[src/rtl/fetch_redirect_ctrl_if.sv]
// Redirect request/ack and fetch-control signals between the pipeline and fetch_redirect_ctrl.
// FETCH_CTRL_PERF_EN adds the stall_cycles performance counter output.
interface fetch_redirect_ctrl_if;
  logic        ex_redirect_req;
  logic [31:0] ex_redirect_addr;
  logic        br_redirect_req;
  logic [31:0] br_redirect_addr;
  logic        q_full;
  logic        halt_req;
  logic        ex_ack;
  logic        br_ack;
  logic        taken_branch1;
  logic [31:0] nextInstruction_address;
  logic        no_new_fetch;
  logic        FREEZE;
  logic        fetchNull2;
  logic        flush_IFID;
`ifdef FETCH_CTRL_PERF_EN
  logic [31:0] stall_cycles;

  modport master (
    output ex_redirect_req, ex_redirect_addr, br_redirect_req, br_redirect_addr, q_full,
           halt_req,
    input  ex_ack, br_ack, taken_branch1, nextInstruction_address, no_new_fetch, FREEZE,
           fetchNull2, flush_IFID, stall_cycles
  );

  modport slave (
    input  ex_redirect_req, ex_redirect_addr, br_redirect_req, br_redirect_addr, q_full,
           halt_req,
    output ex_ack, br_ack, taken_branch1, nextInstruction_address, no_new_fetch, FREEZE,
           fetchNull2, flush_IFID, stall_cycles
  );
`else
  modport master (
    output ex_redirect_req, ex_redirect_addr, br_redirect_req, br_redirect_addr, q_full,
           halt_req,
    input  ex_ack, br_ack, taken_branch1, nextInstruction_address, no_new_fetch, FREEZE,
           fetchNull2, flush_IFID
  );

  modport slave (
    input  ex_redirect_req, ex_redirect_addr, br_redirect_req, br_redirect_addr, q_full,
           halt_req,
    output ex_ack, br_ack, taken_branch1, nextInstruction_address, no_new_fetch, FREEZE,
           fetchNull2, flush_IFID
  );
`endif
endinterface

[src/rtl/fetch_redirect_ctrl.sv]
// Fetch redirect controller: arbitrates exception/branch redirects, squashes fetch, handles halt.
// Define FETCH_CTRL_PERF_EN to add the saturating stall_cycles counter.
module fetch_redirect_ctrl #(
  parameter int unsigned SQUASH_CYCLES = 2
) (
  input  logic                  CLK,
  input  logic                  RESET,
  fetch_redirect_ctrl_if.slave  fr_io
);

  localparam logic [2:0] SquashLoad = 3'(SQUASH_CYCLES);

  typedef enum logic [1:0] {StRun, StHold, StSquash, StHalt} state_e;

  state_e      state_q, state_d;
  logic [31:0] pend_addr_q, pend_addr_d;
  logic [31:0] nia_q, nia_d;
  logic [2:0]  cnt_q, cnt_d;
  logic        taken_q, taken_d;
  logic        flush_q, flush_d;
  logic        ex_ack_q, ex_ack_d;
  logic        br_ack_q, br_ack_d;
  logic        freeze_q, freeze_d;
  logic        fnull_q, fnull_d;
  logic        blocked;

  assign blocked = fr_io.q_full | freeze_q;

  always_comb begin
    state_d     = state_q;
    pend_addr_d = pend_addr_q;
    nia_d       = nia_q;
    cnt_d       = cnt_q;
    taken_d     = 1'b0;
    flush_d     = 1'b0;
    ex_ack_d    = 1'b0;
    br_ack_d    = 1'b0;
    freeze_d    = freeze_q;
    fnull_d     = fnull_q;

    unique case (state_q)
      StRun: begin
        if (fr_io.ex_redirect_req) begin
          pend_addr_d = fr_io.ex_redirect_addr;
          ex_ack_d    = 1'b1;
          state_d     = StHold;
        end else if (fr_io.br_redirect_req) begin
          pend_addr_d = fr_io.br_redirect_addr;
          br_ack_d    = 1'b1;
          state_d     = StHold;
        end else if (fr_io.halt_req) begin
          freeze_d = 1'b1;
          state_d  = StHalt;
        end
      end
      StHold: begin
        // While ex_ack is visible the requester has not yet seen it; don't re-accept.
        if (fr_io.ex_redirect_req && !ex_ack_q) begin
          pend_addr_d = fr_io.ex_redirect_addr;
          ex_ack_d    = 1'b1;
        end else if (!blocked) begin
          taken_d = 1'b1;
          flush_d = 1'b1;
          nia_d   = pend_addr_q;
          cnt_d   = SquashLoad;
          fnull_d = 1'b1;
          state_d = StSquash;
        end
      end
      StSquash: begin
        if (fr_io.ex_redirect_req) begin
          pend_addr_d = fr_io.ex_redirect_addr;
          ex_ack_d    = 1'b1;
          fnull_d     = 1'b0;
          cnt_d       = 3'd0;
          state_d     = StHold;
        end else if (!blocked) begin
          if (cnt_q <= 3'd1) begin
            fnull_d = 1'b0;
            cnt_d   = 3'd0;
            state_d = StRun;
          end else begin
            cnt_d = cnt_q - 3'd1;
          end
        end
      end
      StHalt: begin
        if (!fr_io.halt_req) begin
          freeze_d = 1'b0;
          state_d  = StRun;
        end
      end
      default: state_d = StRun;
    endcase
  end

  always_ff @(posedge CLK or negedge RESET) begin
    if (!RESET) begin
      state_q     <= StRun;
      pend_addr_q <= 32'h0;
      nia_q       <= 32'h0;
      cnt_q       <= 3'd0;
      taken_q     <= 1'b0;
      flush_q     <= 1'b0;
      ex_ack_q    <= 1'b0;
      br_ack_q    <= 1'b0;
      freeze_q    <= 1'b0;
      fnull_q     <= 1'b0;
    end else begin
      state_q     <= state_d;
      pend_addr_q <= pend_addr_d;
      nia_q       <= nia_d;
      cnt_q       <= cnt_d;
      taken_q     <= taken_d;
      flush_q     <= flush_d;
      ex_ack_q    <= ex_ack_d;
      br_ack_q    <= br_ack_d;
      freeze_q    <= freeze_d;
      fnull_q     <= fnull_d;
    end
  end

  assign fr_io.ex_ack                  = ex_ack_q;
  assign fr_io.br_ack                  = br_ack_q;
  assign fr_io.taken_branch1           = taken_q;
  assign fr_io.nextInstruction_address = nia_q;
  assign fr_io.no_new_fetch            = fr_io.q_full;
  assign fr_io.FREEZE                  = freeze_q;
  assign fr_io.fetchNull2              = fnull_q;
  assign fr_io.flush_IFID              = flush_q;

`ifdef FETCH_CTRL_PERF_EN
  logic [31:0] stall_q;

  always_ff @(posedge CLK or negedge RESET) begin
    if (!RESET) begin
      stall_q <= 32'h0;
    end else if ((fr_io.q_full | freeze_q | fnull_q) && (stall_q != 32'hFFFF_FFFF)) begin
      stall_q <= stall_q + 32'd1;
    end
  end

  assign fr_io.stall_cycles = stall_q;
`endif

endmodule

[src/flat_wrapper.sv]
// flat-port wrapper written by rule: the top's interface ports become plain ports
module fetch_redirect_ctrl_flat 
#(
  parameter int unsigned SQUASH_CYCLES = 2
)
  (CLK, RESET, fr_io_ex_redirect_req, fr_io_ex_redirect_addr, fr_io_br_redirect_req, fr_io_br_redirect_addr, fr_io_q_full, fr_io_halt_req, fr_io_ex_ack, fr_io_br_ack, fr_io_taken_branch1, fr_io_nextInstruction_address, fr_io_no_new_fetch, fr_io_FREEZE, fr_io_fetchNull2, fr_io_flush_IFID);
  fetch_redirect_ctrl_if fr_io_i ();
  input  logic CLK;
  input  logic RESET;
  input wire logic [$bits(fr_io_i.ex_redirect_req)-1:0] fr_io_ex_redirect_req;
  input wire logic [$bits(fr_io_i.ex_redirect_addr)-1:0] fr_io_ex_redirect_addr;
  input wire logic [$bits(fr_io_i.br_redirect_req)-1:0] fr_io_br_redirect_req;
  input wire logic [$bits(fr_io_i.br_redirect_addr)-1:0] fr_io_br_redirect_addr;
  input wire logic [$bits(fr_io_i.q_full)-1:0] fr_io_q_full;
  input wire logic [$bits(fr_io_i.halt_req)-1:0] fr_io_halt_req;
  output wire logic [$bits(fr_io_i.ex_ack)-1:0] fr_io_ex_ack;
  output wire logic [$bits(fr_io_i.br_ack)-1:0] fr_io_br_ack;
  output wire logic [$bits(fr_io_i.taken_branch1)-1:0] fr_io_taken_branch1;
  output wire logic [$bits(fr_io_i.nextInstruction_address)-1:0] fr_io_nextInstruction_address;
  output wire logic [$bits(fr_io_i.no_new_fetch)-1:0] fr_io_no_new_fetch;
  output wire logic [$bits(fr_io_i.FREEZE)-1:0] fr_io_FREEZE;
  output wire logic [$bits(fr_io_i.fetchNull2)-1:0] fr_io_fetchNull2;
  output wire logic [$bits(fr_io_i.flush_IFID)-1:0] fr_io_flush_IFID;
  assign fr_io_i.ex_redirect_req = fr_io_ex_redirect_req;
  assign fr_io_i.ex_redirect_addr = fr_io_ex_redirect_addr;
  assign fr_io_i.br_redirect_req = fr_io_br_redirect_req;
  assign fr_io_i.br_redirect_addr = fr_io_br_redirect_addr;
  assign fr_io_i.q_full = fr_io_q_full;
  assign fr_io_i.halt_req = fr_io_halt_req;
  assign fr_io_ex_ack = fr_io_i.ex_ack;
  assign fr_io_br_ack = fr_io_i.br_ack;
  assign fr_io_taken_branch1 = fr_io_i.taken_branch1;
  assign fr_io_nextInstruction_address = fr_io_i.nextInstruction_address;
  assign fr_io_no_new_fetch = fr_io_i.no_new_fetch;
  assign fr_io_FREEZE = fr_io_i.FREEZE;
  assign fr_io_fetchNull2 = fr_io_i.fetchNull2;
  assign fr_io_flush_IFID = fr_io_i.flush_IFID;
  fetch_redirect_ctrl #(.SQUASH_CYCLES(SQUASH_CYCLES)) u_core (.CLK(CLK), .RESET(RESET), .fr_io(fr_io_i));
endmodule
[config.mk]
export PLATFORM = sky130hd
export DESIGN_NAME = fetch_redirect_ctrl_flat
export DESIGN_NICKNAME = d
export VERILOG_FILES = /design/src/rtl/fetch_redirect_ctrl_if.sv /design/src/rtl/fetch_redirect_ctrl.sv /design/src/flat_wrapper.sv
export SDC_FILE = /design/constraint.sdc
export NUM_CORES = 1
export LEC_CHECK = 0
export CAP_MARGIN = 15
export CORE_UTILIZATION = 30
export DETAILED_ROUTE_END_ITERATION = 10
export GPL_TIMING_DRIVEN = 0
export HOLD_SLACK_MARGIN = 0.06
export SLEW_MARGIN = 30
export SYNTH_ARGS = -nofsm -noshare
export SYNTH_HDL_FRONTEND = slang
export SYNTH_SLANG_ARGS = --single-unit
[constraint.sdc]
create_clock -name CLK -period 4.1 [get_ports CLK]
set_input_delay 0.82 -clock CLK [delete_from_list [all_inputs] [get_ports CLK]]
set_output_delay 0.82 -clock CLK [all_outputs]
set_load 0.02 [all_outputs]
== Word-level counts from Yosys, hierarchy flattened ==
Index checks and enable logic that the tools add are counted.

* Output and inout bits: 39
* Word-level logic and storage cells: 83
* Input port bits: 70
* Register bits after elaboration: 74

* Order comparisons: 1
* Muxes and demuxes: 41
* Bitwise operators: 3
* Eq/ne operators: 15
* Reductions and logical operators: 13
* Add/subtract/negate cells: 1

{| class="wikitable"
|+ Operators by type and width
! kind !! count
|-
| 32-bit two-way mux || 4
|-
| 32-bit one-hot mux with 3 select lines || 1
|-
| 2-bit two-way mux || 9
|-
| 1-bit two-way mux || 17
|-
| 3-bit two-way mux || 5
|-
| 2-bit inequality test, second input constant || 7
|-
| 5-bit AND reduction || 2
|-
| 2-bit one-hot mux with 4 select lines || 1
|-
| 4-bit AND reduction || 2
|-
| 3-bit inequality test, second input constant || 2
|-
| 1-bit one-hot mux with 2 select lines || 3
|-
| 3-bit one-hot mux with 2 select lines || 1
|-
| 6-bit AND reduction || 1
|-
| 2-bit == test, second input constant || 2
|-
| 4-bit inequality test, second input constant || 1
|-
| 2-bit nonzero test || 2
|-
| 3-bit by 1-bit <= comparator with 1-bit output, second input constant || 1
|-
| 3-bit by 2-bit inequality test with 1-bit output, second input constant || 1
|-
| 3-bit AND reduction || 1
|-
| 3-bit nonzero test || 1
|-
| 3-bit by 1-bit subtractor with 3-bit output, second input constant || 1
|-
| 2-bit by 1-bit == test with 1-bit output, second input constant || 1
|-
| 2-bit logical NOT || 1
|-
| 2-bit by 1-bit inequality test with 1-bit output, second input constant || 1
|-
| 5 further kinds || 6
|}

== Logic depth before layout (Yosys ltp) ==
* Word-level depth: 5
* Mapped depth: 6
* Gate-level depth less buffers: 6

== Worst setup path before layout ==
OpenSTA, ideal clock, no wires.

* Path type: input-to-reg
* Start: input port fr_io_ex_redirect_req
* End: register u_core.pend_addr_q[10]
* Path buffers: 2
* Stages: 5
* Required time: 3.975 ns
* Arrival: 1.968 ns
* Path slack: 2.007 ns
* Library setup time: 0.125 ns
* Cells stage by stage: buf_6 > nor2_1 > buf_2 > mux2_2 > mux2_2

* Longest elaborated chain between the ends: 3
* Elaborated cells between the ends (all ways): 7
* Classes of those cells: 3 x eq/ne; 2 x mux; 2 x reduce/logical

{| class="wikitable"
|+ Ends and longest elaborated chain
! what !! line !! text
|-
| start, declared || flat_wrapper.sv:10 || <nowiki>input wire logic [$bits(fr_io_i.ex_redirect_req)-1:0] fr_io_ex_redirect_req;</nowiki>
|-
| 1-bit logical AND || fetch_redirect_ctrl.sv:58 || <nowiki>if (fr_io.ex_redirect_req && !ex_ack_q) begin</nowiki>
|-
| 2-bit by 1-bit inequality test with 1-bit output (no source line) || - ||
|-
| 4-bit AND reduction (no source line) || - ||
|-
| end signal, assigned || fetch_redirect_ctrl.sv:111 || <nowiki>pend_addr_q <= pend_addr_d;</nowiki>
|-
| end, declared || fetch_redirect_ctrl.sv:16 || <nowiki>logic [31:0] pend_addr_q, pend_addr_d;</nowiki>
|}

Several ways; a longest one is shown, not always the timed one.
A chain may end at the register's enable or synchronous reset.

== Worst setup path after layout ==
* Start: input port fr_io_q_full
* End: output port fr_io_no_new_fetch

{| class="wikitable"
|+ RTL lines
! what !! line !! text
|-
| start, declared || flat_wrapper.sv:14 || <nowiki>input wire logic [$bits(fr_io_i.q_full)-1:0] fr_io_q_full;</nowiki>
|-
| end, declared || flat_wrapper.sv:20 || <nowiki>output wire logic [$bits(fr_io_i.no_new_fetch)-1:0] fr_io_no_new_fetch;</nowiki>
|}

No word-level cell between the ends.

==> metrics.md <==
| Metric | Value |
|---|---|
| Status | `complete, no violations` |
| Critical path's slowest cell | `clkdlybuf4s50_1` |
| Final net count | `436` |
| Fmax | `355 MHz` |
| Core area | `between 10,000 and 15,000 um^2` |
| CTS root buf | `clkbuf_16` |
| Max-cap violations | `0` |
| Starting Density | `a little under a third` |
| CTS tree | `built` |
| Leak pwr | `2.16 nW` |
| Synth Area per Inst | `14.2 um^2` |
| Cell area after layout | `approximately 5000 um^2` |
| Full die area | `11,800 um^2` |
| Crit-path max FO | `2` |
| Area Overhead vs Synth | `46.1%` |
| CTS sink count | `74` |
| Grt total ovfl | `0` |
| Register area | `1850 um^2` |
| CP Launch Type | `input port` |
| Clk pin slew, worst setup/hold paths | `0.05 ns` |
| Post-synth top area share | `a little over half` |
| Clock Path Buffers | `2` |
| Total clock buffers created by CTS | `9` |
| Largest cells by area after synthesis | `dfrtp_1 54%, mux2_2 32%, ha_1 2.6%` |
| Drt drc | `0` |
| First-pass GRT wire length | `between 10 and 15 mm` |
| Routed WL | `roughly 7.1 mm` |
| DRT Pass-1 Iters | `4` |
| Top Metal Used | `met4` |
| Dominant cell type by area after synthesis | `dfrtp_1` |
| Final slew viol count | `0` |
| Max incr delay on CP | `between 0.5 and 0.6 ns` |
| Worst Path Arrival | `~2 ns` |
| VDD IR max | `around 0.28 mV` |
| Post-CTS setup buffer count | `0` |
| Int Power | `approximately 2.4 mW` |
| Minimum clock period | `2.82 ns` |
| Routed wl met2 | `roughly 3.5 mm` |
| Fill count | `about 1.0k` |
| Rows | `38` |
| Sw power | `~1.1 mW` |
| Worst Setup End Kind | `primary output` |
| Gate Count Post-Synth | `240` |
| Setup Crit Path Kind | `input port to primary output` |
| Post-DP HPWL | `around 5.2 mm` |
| Final hold vios | `0` |
| Power Density | `a little over 700 nW/um^2` |
| CP Cell Sequence | `clkdlybuf4s50_1 -> buf_4 -> clkdlybuf4s50_1` |
| Routed Antenna Nets | `0` |
| EDFF count, synth | `0` |
| Drt wl/cell | `about 14 um` |
| Pwr Total | `around 3.5 mW` |
| RSZ-0062 raised after global routing | `false` |
| Yosys reg bits | `between 70 and 80` |
| Register share of total power | `between 30 and 40%` |
| Seq/Total Area, Yosys | `54.3%` |
| Post-synth top cells | `96 x mux2_2, 74 x dfrtp_1, 10 x inv_1` |
| TNS Setup | `0 ns` |
| Vias in the first global route | `approximately 2.4k` |
| Multi-input gate area | `between 1000 and 1500 um^2` |
| Crit share post-route | `a little under 70%` |
| Synthesized area | `3410 um^2` |
| Largest net degree at the start of global routing | `40` |
| Placed Instance Area | `between 4000 and 5000 um^2` |
| Worst hold path type | `input port to async pin` |
| H-tree depth | `3` |
| Clk_skew | `0.00394 ns` |
| Total GRT Usage | `12.8%` |
| Routed vias/inst | `between 4 and 5` |
| Initial antenna violation count | `0` |
| Final setup fails | `0` |
| Height of the chip | `109 um` |
| Comb power frac | `a little over two fifths` |
| Finished Layout Cells | `503` |
| Routability cong. | `~0.71` |
| Hold-fix buffers, CTS | `0` |
| Vias | `~2.3k` |
| Most common cell in the synthesized netlist | `mux2_2` |
| DRT iter0 DRCs | `37` |
| Yosys warnings | `0` |
| Sw Share | `31.2%` |
| Share of cells above drive strength 1 | `between 30% and 40%` |
| Worst slew margin | `roughly two thirds` |
| Die Wd | `between 100 and 150 um` |
| PortBufs | `107` |
| Synth cell types | `32` |
| Antenna Cells | `0` |
| WL met1 | `around 3.2 mm` |
| CP required | `around 3.3 ns` |
| Routed wl met3 | `between 400 and 500 um` |
| Tightest Pin Transition | `approximately 0.5 ns` |
| Placed cell count | `488` |
| Synth async-reset ratio | `100%` |
| Top FF cell, synth | `dfrtp_1` |
| Post-Syn Nets | `about 320` |
| Critical path's most frequent cell | `clkdlybuf4s50_1` |
| IO Count | `roughly 110` |
| Post-CTS resize count | `0` |
| Skew-Pair Late Insertion Delay | `roughly 0.33 ns` |
| Clock power share | `around 23%` |
==> worst max-delay path, delay by kind of cell <==
family / cells / cell delay, ns
buffers and inverters: 3 / 1.19
==> kinds of logic after synthesis <==
kind of cell | count (synthesis) | synth area share, %
multiplexers | 98 | 32.4
flip-flops | 74 | 54.3
buffers and inverters | 22 | 3.19
AO/OA/AOI/OAI | 20 | 4.03
AND/OR/NAND/NOR | 19 | 3.52
adder cells (fa/ha/maj) | 7 | 2.57
==> power groups by stage <==
| stage | clock network, mW | logic [mW] | registers [mW] |
|---|---|---|---|
| after global placement | 0 | 1.51 | 1.20 |
| after global routing | 0.875 | 1.64 | 1.24 |
| after floorplan | 0 | 0.873 | 1.33 |
| after CTS | 0.846 | 1.54 | 1.20 |
| after detailed placement | 0 | 1.53 | 1.22 |
| final | 0.813 | 1.51 | 1.20 |
==> layout by cell type (no fill, tap or decap), types with 2 or more instances in the layout <==
master	n
clkdlybuf4s50_1	106
mux2_2	96
dfrtp_1	74
inv_1	10
buf_2	9
clkbuf_16	9
o21ai_0	8
ha_1	7
nor2_1	6
a21oi_1	3
buf_4	3
nor3b_1	2
nand2_1	2
bufinv_16	2
clkinvlp_4	2
==> state kept, by name, indices dropped and copies added, names as in the netlist <==
name	count
u_core.cnt_q	3
u_core.fr_io.flush_IFID	1
u_core.fr_io.nextInstruction_address	32
u_core.state_q	2
u_core.fr_io.br_ack	1
u_core.fr_io.ex_ack	1
u_core.fr_io.fetchNull2	1
u_core.pend_addr_q	32
u_core.fr_io.FREEZE	1
==> final timing paths <==
check	end	slack [ns]	depth (start not counted)	start
min in group CLK	u_core.fr_io.nextInstruction_address[6]	0.50	1	u_core.pend_addr_q[6]
setup / recovery	fr_io_no_new_fetch	1.28	3	fr_io_q_full
hold reg to reg	u_core.fr_io.nextInstruction_address[6]	0.50	1	u_core.pend_addr_q[6]
setup reg to reg	u_core.pend_addr_q[6]	1.79	6	u_core.state_q[0]
hold / removal	u_core.state_q[1]	0.45	1	RESET
max in group asynchronous	u_core.pend_addr_q[12]	3.09	2	RESET
==> routing by layer <==
layer | global-route usage (%) | vias to the layer above
met5 | 0 | -
met4 | 5.21 | 0
met3 | 3.83 | 9
met2 | 21.2 | 70
met1 | 15.5 | 1125
li1 | - | 1080
==> metrics by stage <==
stage | worst slack, ns | hold slack (ns) | utilization [%]
6_report | 1.28 | 0.445 | 45.4
3_3_place_gp | -0.345 | 0.479 | 42.4
3_5_place_dp | 1.27 | 0.491 | 42.6
5_1_grt | 1.25 | 0.479 | 45.4
4_1_cts | 1.27 | 0.454 | 45.4
2_1_floorplan | 2.01 | 0.475 | -
==> final cells by class <==
cell class | count | share of cell area, %
inverters | 10 | 0.753
repair buffers | 108 | 21.8
well taps | 140 | 3.51
clock inverters | 5 | 1.61
flip-flops and latches | 74 | 37.1
clock buffers | 10 | 4.59
multi-input cells | 144 | 29.1
plain buffers | 12 | 1.43
Note: power is estimated with default switching activity, not from simulation.
